<file path="config.mk">
export PLATFORM = sky130hd
export DESIGN_NAME = rsa_stream_ctrl_flat
export DESIGN_NICKNAME = d
export VERILOG_FILES = /design/src/rtl/rsa_stream_ctrl_if.sv /design/src/rtl/rsa_stream_ctrl.sv /design/src/flat_wrapper.sv
export SDC_FILE = /design/constraint.sdc
export NUM_CORES = 1
export LEC_CHECK = 0
export ABC_CLOCK_PERIOD_IN_PS = 4700
export CORE_ASPECT_RATIO = 0.9
export CORE_MARGIN = 10
export CORE_UTILIZATION = 47
export DETAILED_ROUTE_END_ITERATION = 10
export PLACE_DENSITY = 0.86
export SKIP_LAST_GASP = 1
export SLEW_MARGIN = 20
export SYNTH_ARGS = -nofsm -noshare
export SYNTH_HDL_FRONTEND = slang
export SYNTH_SLANG_ARGS = --single-unit
export TNS_END_PERCENT = 50
</file>
<file path="constraint.sdc">
create_clock -name clk -period 4.7 [get_ports clk]
set_input_delay 1.175 -clock clk [delete_from_list [all_inputs] [get_ports clk]]
set_output_delay 1.175 -clock clk [all_outputs]
set_load 0.02 [all_outputs]
</file>
<file path="src/rtl/rsa_stream_ctrl_if.sv">
// rsa_stream_ctrl_if: key inputs, plaintext byte stream, result word stream
// and exponentiator handshake of the RSA stream controller.
interface rsa_stream_ctrl_if #(
    parameter int BUS_WIDTH = 16
);
    logic [BUS_WIDTH-1:0] e;
    logic [BUS_WIDTH-1:0] n;
    logic [7:0]           in_data;
    logic                 in_valid;
    logic                 in_last;
    logic                 in_ready;
    logic [BUS_WIDTH-1:0] out_data;
    logic                 out_valid;
    logic                 out_last;
    logic                 out_err;
    logic                 out_ready;
    logic [BUS_WIDTH-1:0] exp_m;
    logic [BUS_WIDTH-1:0] exp_e;
    logic [BUS_WIDTH-1:0] exp_n;
    logic                 exp_start;
    logic [BUS_WIDTH-1:0] exp_result;
    logic                 exp_valid;

    modport master (
        output e, n, in_data, in_valid, in_last, out_ready, exp_result, exp_valid,
        input  in_ready, out_data, out_valid, out_last, out_err, exp_m, exp_e, exp_n, exp_start
    );

    modport slave (
        input  e, n, in_data, in_valid, in_last, out_ready, exp_result, exp_valid,
        output in_ready, out_data, out_valid, out_last, out_err, exp_m, exp_e, exp_n, exp_start
    );
endinterface

</file>
<file path="src/rtl/rsa_stream_ctrl.sv">
// rsa_stream_ctrl: packs plaintext bytes into words, range-checks them against
// the latched modulus and sequences one exponentiation per word.
module rsa_stream_ctrl #(
    parameter int BUS_WIDTH     = 16,
    parameter int COUNTER_WIDTH = 4
) (
    input logic              clk,
    input logic              reset,
    rsa_stream_ctrl_if.slave bus
);
    typedef enum logic [2:0] {COLLECT, START, WAIT, CAPTURE, OUTPUT} state_t;

    state_t                   state;
    state_t                   state_nx;
    logic [COUNTER_WIDTH-4:0] cnt;
    logic [BUS_WIDTH-1:0]     word;
    logic [BUS_WIDTH-1:0]     word_nx;
    logic [BUS_WIDTH-1:0]     key_e;
    logic [BUS_WIDTH-1:0]     key_n;
    logic [BUS_WIDTH-1:0]     data_r;
    logic                     open;
    logic                     last_r;
    logic                     err_r;
    logic                     accept;
    logic                     done;
    logic                     oor;
    logic                     hs;

    assign accept  = state == COLLECT && bus.in_valid;
    assign done    = accept && (bus.in_last || &cnt);
    // A fresh word starts from zero so an early in_last leaves low bytes clear
    assign word_nx = (cnt == '0 ? '0 : word) | (BUS_WIDTH'(bus.in_data) << {~cnt, 3'b000});
    // The first byte of a message is checked against n before it is latched
    assign oor     = word_nx >= (open ? key_n : bus.n);
    assign hs      = state == OUTPUT && bus.out_ready;

    always_ff @(posedge clk) begin
        if (reset) state <= COLLECT;
        else state <= state_nx;
    end

    always_comb begin
        state_nx = state;
        case (state)
            COLLECT: if (done) state_nx = oor ? OUTPUT : START;
            START:   state_nx = WAIT;
            WAIT:    if (bus.exp_valid) state_nx = CAPTURE;
            CAPTURE: state_nx = OUTPUT;
            OUTPUT:  if (bus.out_ready) state_nx = COLLECT;
            default: state_nx = COLLECT;
        endcase
    end

    always_ff @(posedge clk) begin
        if (reset) begin
            cnt    <= '0;
            word   <= '0;
            key_e  <= '0;
            key_n  <= '0;
            data_r <= '0;
            open   <= 1'b0;
            last_r <= 1'b0;
            err_r  <= 1'b0;
        end else begin
            if (accept) begin
                cnt  <= cnt + 1'b1;
                word <= word_nx;
                if (!open) begin
                    key_e <= bus.e;
                    key_n <= bus.n;
                    open  <= 1'b1;
                end
            end
            if (done) begin
                last_r <= bus.in_last;
                data_r <= word_nx;
                err_r  <= oor;
            end
            // exp_result settles one cycle after exp_valid, i.e. during CAPTURE
            if (state == CAPTURE) begin
                data_r <= bus.exp_result;
                err_r  <= 1'b0;
            end
            if (hs) begin
                cnt    <= '0;
                last_r <= 1'b0;
                err_r  <= 1'b0;
                if (last_r) open <= 1'b0;
            end
        end
    end

    assign bus.in_ready  = state == COLLECT;
    assign bus.exp_start = state == START;
    assign bus.out_valid = state == OUTPUT;
    assign bus.out_data  = data_r;
    assign bus.out_last  = last_r;
    assign bus.out_err   = err_r;
    assign bus.exp_m     = word;
    assign bus.exp_e     = key_e;
    assign bus.exp_n     = key_n;
endmodule

</file>
<file path="src/flat_wrapper.sv">
// flat-port wrapper written by rule: the top's interface ports become plain ports
module rsa_stream_ctrl_flat 
#(
    parameter int BUS_WIDTH     = 16,
    parameter int COUNTER_WIDTH = 4
)
  (clk, reset, bus_e, bus_n, bus_in_data, bus_in_valid, bus_in_last, bus_out_ready, bus_exp_result, bus_exp_valid, bus_in_ready, bus_out_data, bus_out_valid, bus_out_last, bus_out_err, bus_exp_m, bus_exp_e, bus_exp_n, bus_exp_start);
  rsa_stream_ctrl_if #(.BUS_WIDTH(BUS_WIDTH)) bus_i ();
  input logic clk;
  input logic reset;
  input wire logic [$bits(bus_i.e)-1:0] bus_e;
  input wire logic [$bits(bus_i.n)-1:0] bus_n;
  input wire logic [$bits(bus_i.in_data)-1:0] bus_in_data;
  input wire logic [$bits(bus_i.in_valid)-1:0] bus_in_valid;
  input wire logic [$bits(bus_i.in_last)-1:0] bus_in_last;
  input wire logic [$bits(bus_i.out_ready)-1:0] bus_out_ready;
  input wire logic [$bits(bus_i.exp_result)-1:0] bus_exp_result;
  input wire logic [$bits(bus_i.exp_valid)-1:0] bus_exp_valid;
  output wire logic [$bits(bus_i.in_ready)-1:0] bus_in_ready;
  output wire logic [$bits(bus_i.out_data)-1:0] bus_out_data;
  output wire logic [$bits(bus_i.out_valid)-1:0] bus_out_valid;
  output wire logic [$bits(bus_i.out_last)-1:0] bus_out_last;
  output wire logic [$bits(bus_i.out_err)-1:0] bus_out_err;
  output wire logic [$bits(bus_i.exp_m)-1:0] bus_exp_m;
  output wire logic [$bits(bus_i.exp_e)-1:0] bus_exp_e;
  output wire logic [$bits(bus_i.exp_n)-1:0] bus_exp_n;
  output wire logic [$bits(bus_i.exp_start)-1:0] bus_exp_start;
  assign bus_i.e = bus_e;
  assign bus_i.n = bus_n;
  assign bus_i.in_data = bus_in_data;
  assign bus_i.in_valid = bus_in_valid;
  assign bus_i.in_last = bus_in_last;
  assign bus_i.out_ready = bus_out_ready;
  assign bus_i.exp_result = bus_exp_result;
  assign bus_i.exp_valid = bus_exp_valid;
  assign bus_in_ready = bus_i.in_ready;
  assign bus_out_data = bus_i.out_data;
  assign bus_out_valid = bus_i.out_valid;
  assign bus_out_last = bus_i.out_last;
  assign bus_out_err = bus_i.out_err;
  assign bus_exp_m = bus_i.exp_m;
  assign bus_exp_e = bus_i.exp_e;
  assign bus_exp_n = bus_i.exp_n;
  assign bus_exp_start = bus_i.exp_start;
  rsa_stream_ctrl #(.BUS_WIDTH(BUS_WIDTH), .COUNTER_WIDTH(COUNTER_WIDTH)) u_core (.clk(clk), .reset(reset), .bus(bus_i));
endmodule
</file>
==> impl_metrics.tcl <==
set metrics [dict create \
    status "finished, final reports clean" \
    wl_per_cell_um 17.9 \
    cts_resized 0 \
    cts_setup_buffers 0 \
    worstHoldPathType "flop to flop" \
    worst_pin_slew_ps 1110 \
    powerDensity_nw_per_um2 527 \
    fin_nets 573 \
    syn-num-nets 458 \
    clk_pin_slew_worst_paths_ps 80 \
    synth_edf_count 0 \
    ys_types 33 \
    cts.hold.buffers_added 0 \
    syn_to_final_growth_pct 45.9 \
    die-height_um 99.4 \
    dr.pass1.iters 5 \
    p_clk_frac 0.190 \
    io_buffers 130 \
    syn_inst 380 \
    routed_wl_um 10600 \
    power_frac_seq 0.352 \
    combPwrFrac 0.458 \
    clk_latency_ps 350 \
    post-route-period-util 0.704 \
    p_leak_nw 1.80 \
    min_from "u_core.bus.exp_e[14]" \
    ys.flop_type "dfxtp_1" \
    final_hold_viol_count 0 \
    crit_type "input pin to flop" \
    vias_per_cell 5.46 \
    swShare 0.398 \
    switchingPower_mw 1.01 \
    slew_headroom 0.262 \
    rr_worst_depth 7 \
    start_util 0.492 \
    rows 28 \
    cp-end-kind "flop" \
    synth_top_area_frac 0.432 \
    synth_top_area_cell "dfxtp_1" \
    ios 131 \
    gp_congestion 0.859 \
    grtUsageTotal 0.190 \
    setup-tns-final_ps 0 \
    synth_area_um2 3290 \
    finalMaxSlewViolations 0 \
    timing.rr.start "u_core.open" \
    setup_viol 0 \
    dieArea_um2 10700 \
    crit_required_ps 4990 \
    synth_seq_cells 71 \
    maxCapViolations 0 \
    antenna_cells 0 \
    cts_tree "yes" \
    first_global_vias 3233 \
    antenna_found_initial 0 \
    drt-initial-drc-count 155 \
    cp_max_fo 3 \
    clockBufferDepth 2 \
    rsz0062_at_grt "false" \
    ir_drop_mv 0.279 \
    cts_buffers 9 \
    synth_area_leaders "dfxtp_1 (43%), mux2i_1 (9.1%), a211oi_1 (7.1%)" \
    grt_max_degree 64 \
    htree_levels 3 \
    timing.reg2reg.setup_slack_ps 1530 \
    clock_sinks 71 \
    synth-seq-area-share 0.432 \
    holdPathEnd "u_core.bus.exp_e[14]" \
    grt_pass1_wl_um 16500 \
    p_int_mw 1.52 \
    dp_hpwl_um 7930 \
    cp.arrival_ps 3610 \
    route.vias.total 3224 \
    crit_path_start_kind "input pin" \
    gr-total-overflow 0 \
    drc 0 \
    synthArstFlopShare 0 \
    fmax_mhz 302 \
    fin_util 0.717 \
    fp.coreArea_um2 6690 \
    fp.dieW_um 108 \
    timing.final.crit_period_ps 3310 \
    min_path_cells 2 \
    ant_nets 0 \
    cts-root-buf "clkbuf_8" \
    syn_avg_cell_area_um2 8.66 \
    layout-drive-gt1-share 0.0480 \
    synth_warnings 0 \
    fin_worst_skew_ps 7.40 \
    rr_endpoint "u_core.state[2]" \
]
-- state kept, by name, indices dropped and copies added (netlist names) --
| name | flops |
|---|---|
| u_core.open | 1 |
| u_core.bus.out_data | 16 |
| u_core.bus.out_last | 1 |
| u_core.bus.exp_e | 16 |
| u_core.bus.exp_m | 16 |
| u_core.bus.exp_n | 16 |
| u_core.state | 3 |
| u_core.bus.out_err | 1 |
| u_core.cnt | 1 |
-- layout by cell type, fill, tap and decap left out, types with 2 or more instances in the layout --
master / n
nor3b_1: 2
nand2_1: 56
a311oi_1: 2
mux2i_1: 30
clkbuf_8: 9
dfxtp_1: 71
clkinv_2: 2
nand2b_1: 4
o211ai_1: 9
o21a_1: 10
a21oi_1: 41
xnor2_1: 2
ha_1: 16
a211oi_1: 31
nor2_1: 46
inv_1: 9
o21ai_0: 2
nand4_1: 3
clkinvlp_4: 2
buf_4: 3
or4_1: 2
clkdlybuf4s50_1: 129
nor3_1: 4
-- power by group through the flow --
stage               combinational, mW  sequential, mW  clock [mW]
floorplan                       0.595           0.983           0
global placement                 1.12           0.889           0
detailed placement               1.15           0.899           0
CTS                              1.16           0.887       0.492
global route                     1.26           0.912       0.515
finish                           1.16           0.890       0.481
-- synthesized netlist by cell type, drive strengths merged, types with 4 or more instances --
cell     n
o211ai   9
a211oi  31
buf      8
nor2    46
dfxtp   71
nor3     4
nand2   56
clkbuf  20
inv      9
mux2i   30
ha      16
nand2b   4
o21a    10
a21oi   41
-- critical path, cell delays in order --
cell and delay, ps:
clkdlybuf4s50_1 450, mux2i_1 310, inv_1 90, ha_1 300
nand4_1 100, or3_1 370, or4_1 400, o211ai_1 180
a31o_2 210
-- worst max path at each step --
stage                   startpoint         endpoint  slack [ps]
floorplan           bus_in_data[7]  u_core.state[2]        1780
global placement    bus_in_data[7]  u_core.state[2]        1190
detailed placement  bus_in_data[5]  u_core.state[2]        1080
CTS                 bus_in_data[6]  u_core.state[2]        1420
global route        bus_in_data[7]  u_core.state[2]        1280
finish              bus_in_data[6]  u_core.state[2]        1390
-- metal layers --
layer	part of all wire	vias up	GRT usage
met2	0.48	113	0.318
met1	0.39	1517	0.211
li1	-	1574	-
met3	0.11	20	0.0826
met4	0.019	0	0.0667
met5	0	-	0
-- cell families after synthesis --
group	count (synthesis)	synth area share
and+or+nand+nor	122	0.161
AOI/OAI and AO/OA	101	0.200
DFF	71	0.432
buffers and inverters	37	0.0460
muxes	31	0.0947
adders and majority gates	16	0.0609
xor gates and xnor gates	2	0.00533
-- per-stage QoR --
step	power (mW)	cells	cell area (um^2)	hold WS [ps]	setup slack, ps
CTS	2.54	590	4790	458	1420
finish	2.53	590	4800	455	1390
global route	2.69	590	4800	490	1280
detailed placement	2.05	574	4600	446	1080
floorplan	1.58	380	3290	535	1780
global placement	2.01	574	4600	441	1190
-- final cells by class --
type / instances / area, um^2
clock inverter: 7 / 72.6
fill: 490 / 1890
sequential: 71 / 1420
tap: 90 / 113
clock buffer: 9 / 124
timing repair buffer: 132 / 1310
multi-input combinational: 272 / 1720
inverter: 9 / 33.8
Note: power is estimated with default switching activity, not from simulation.
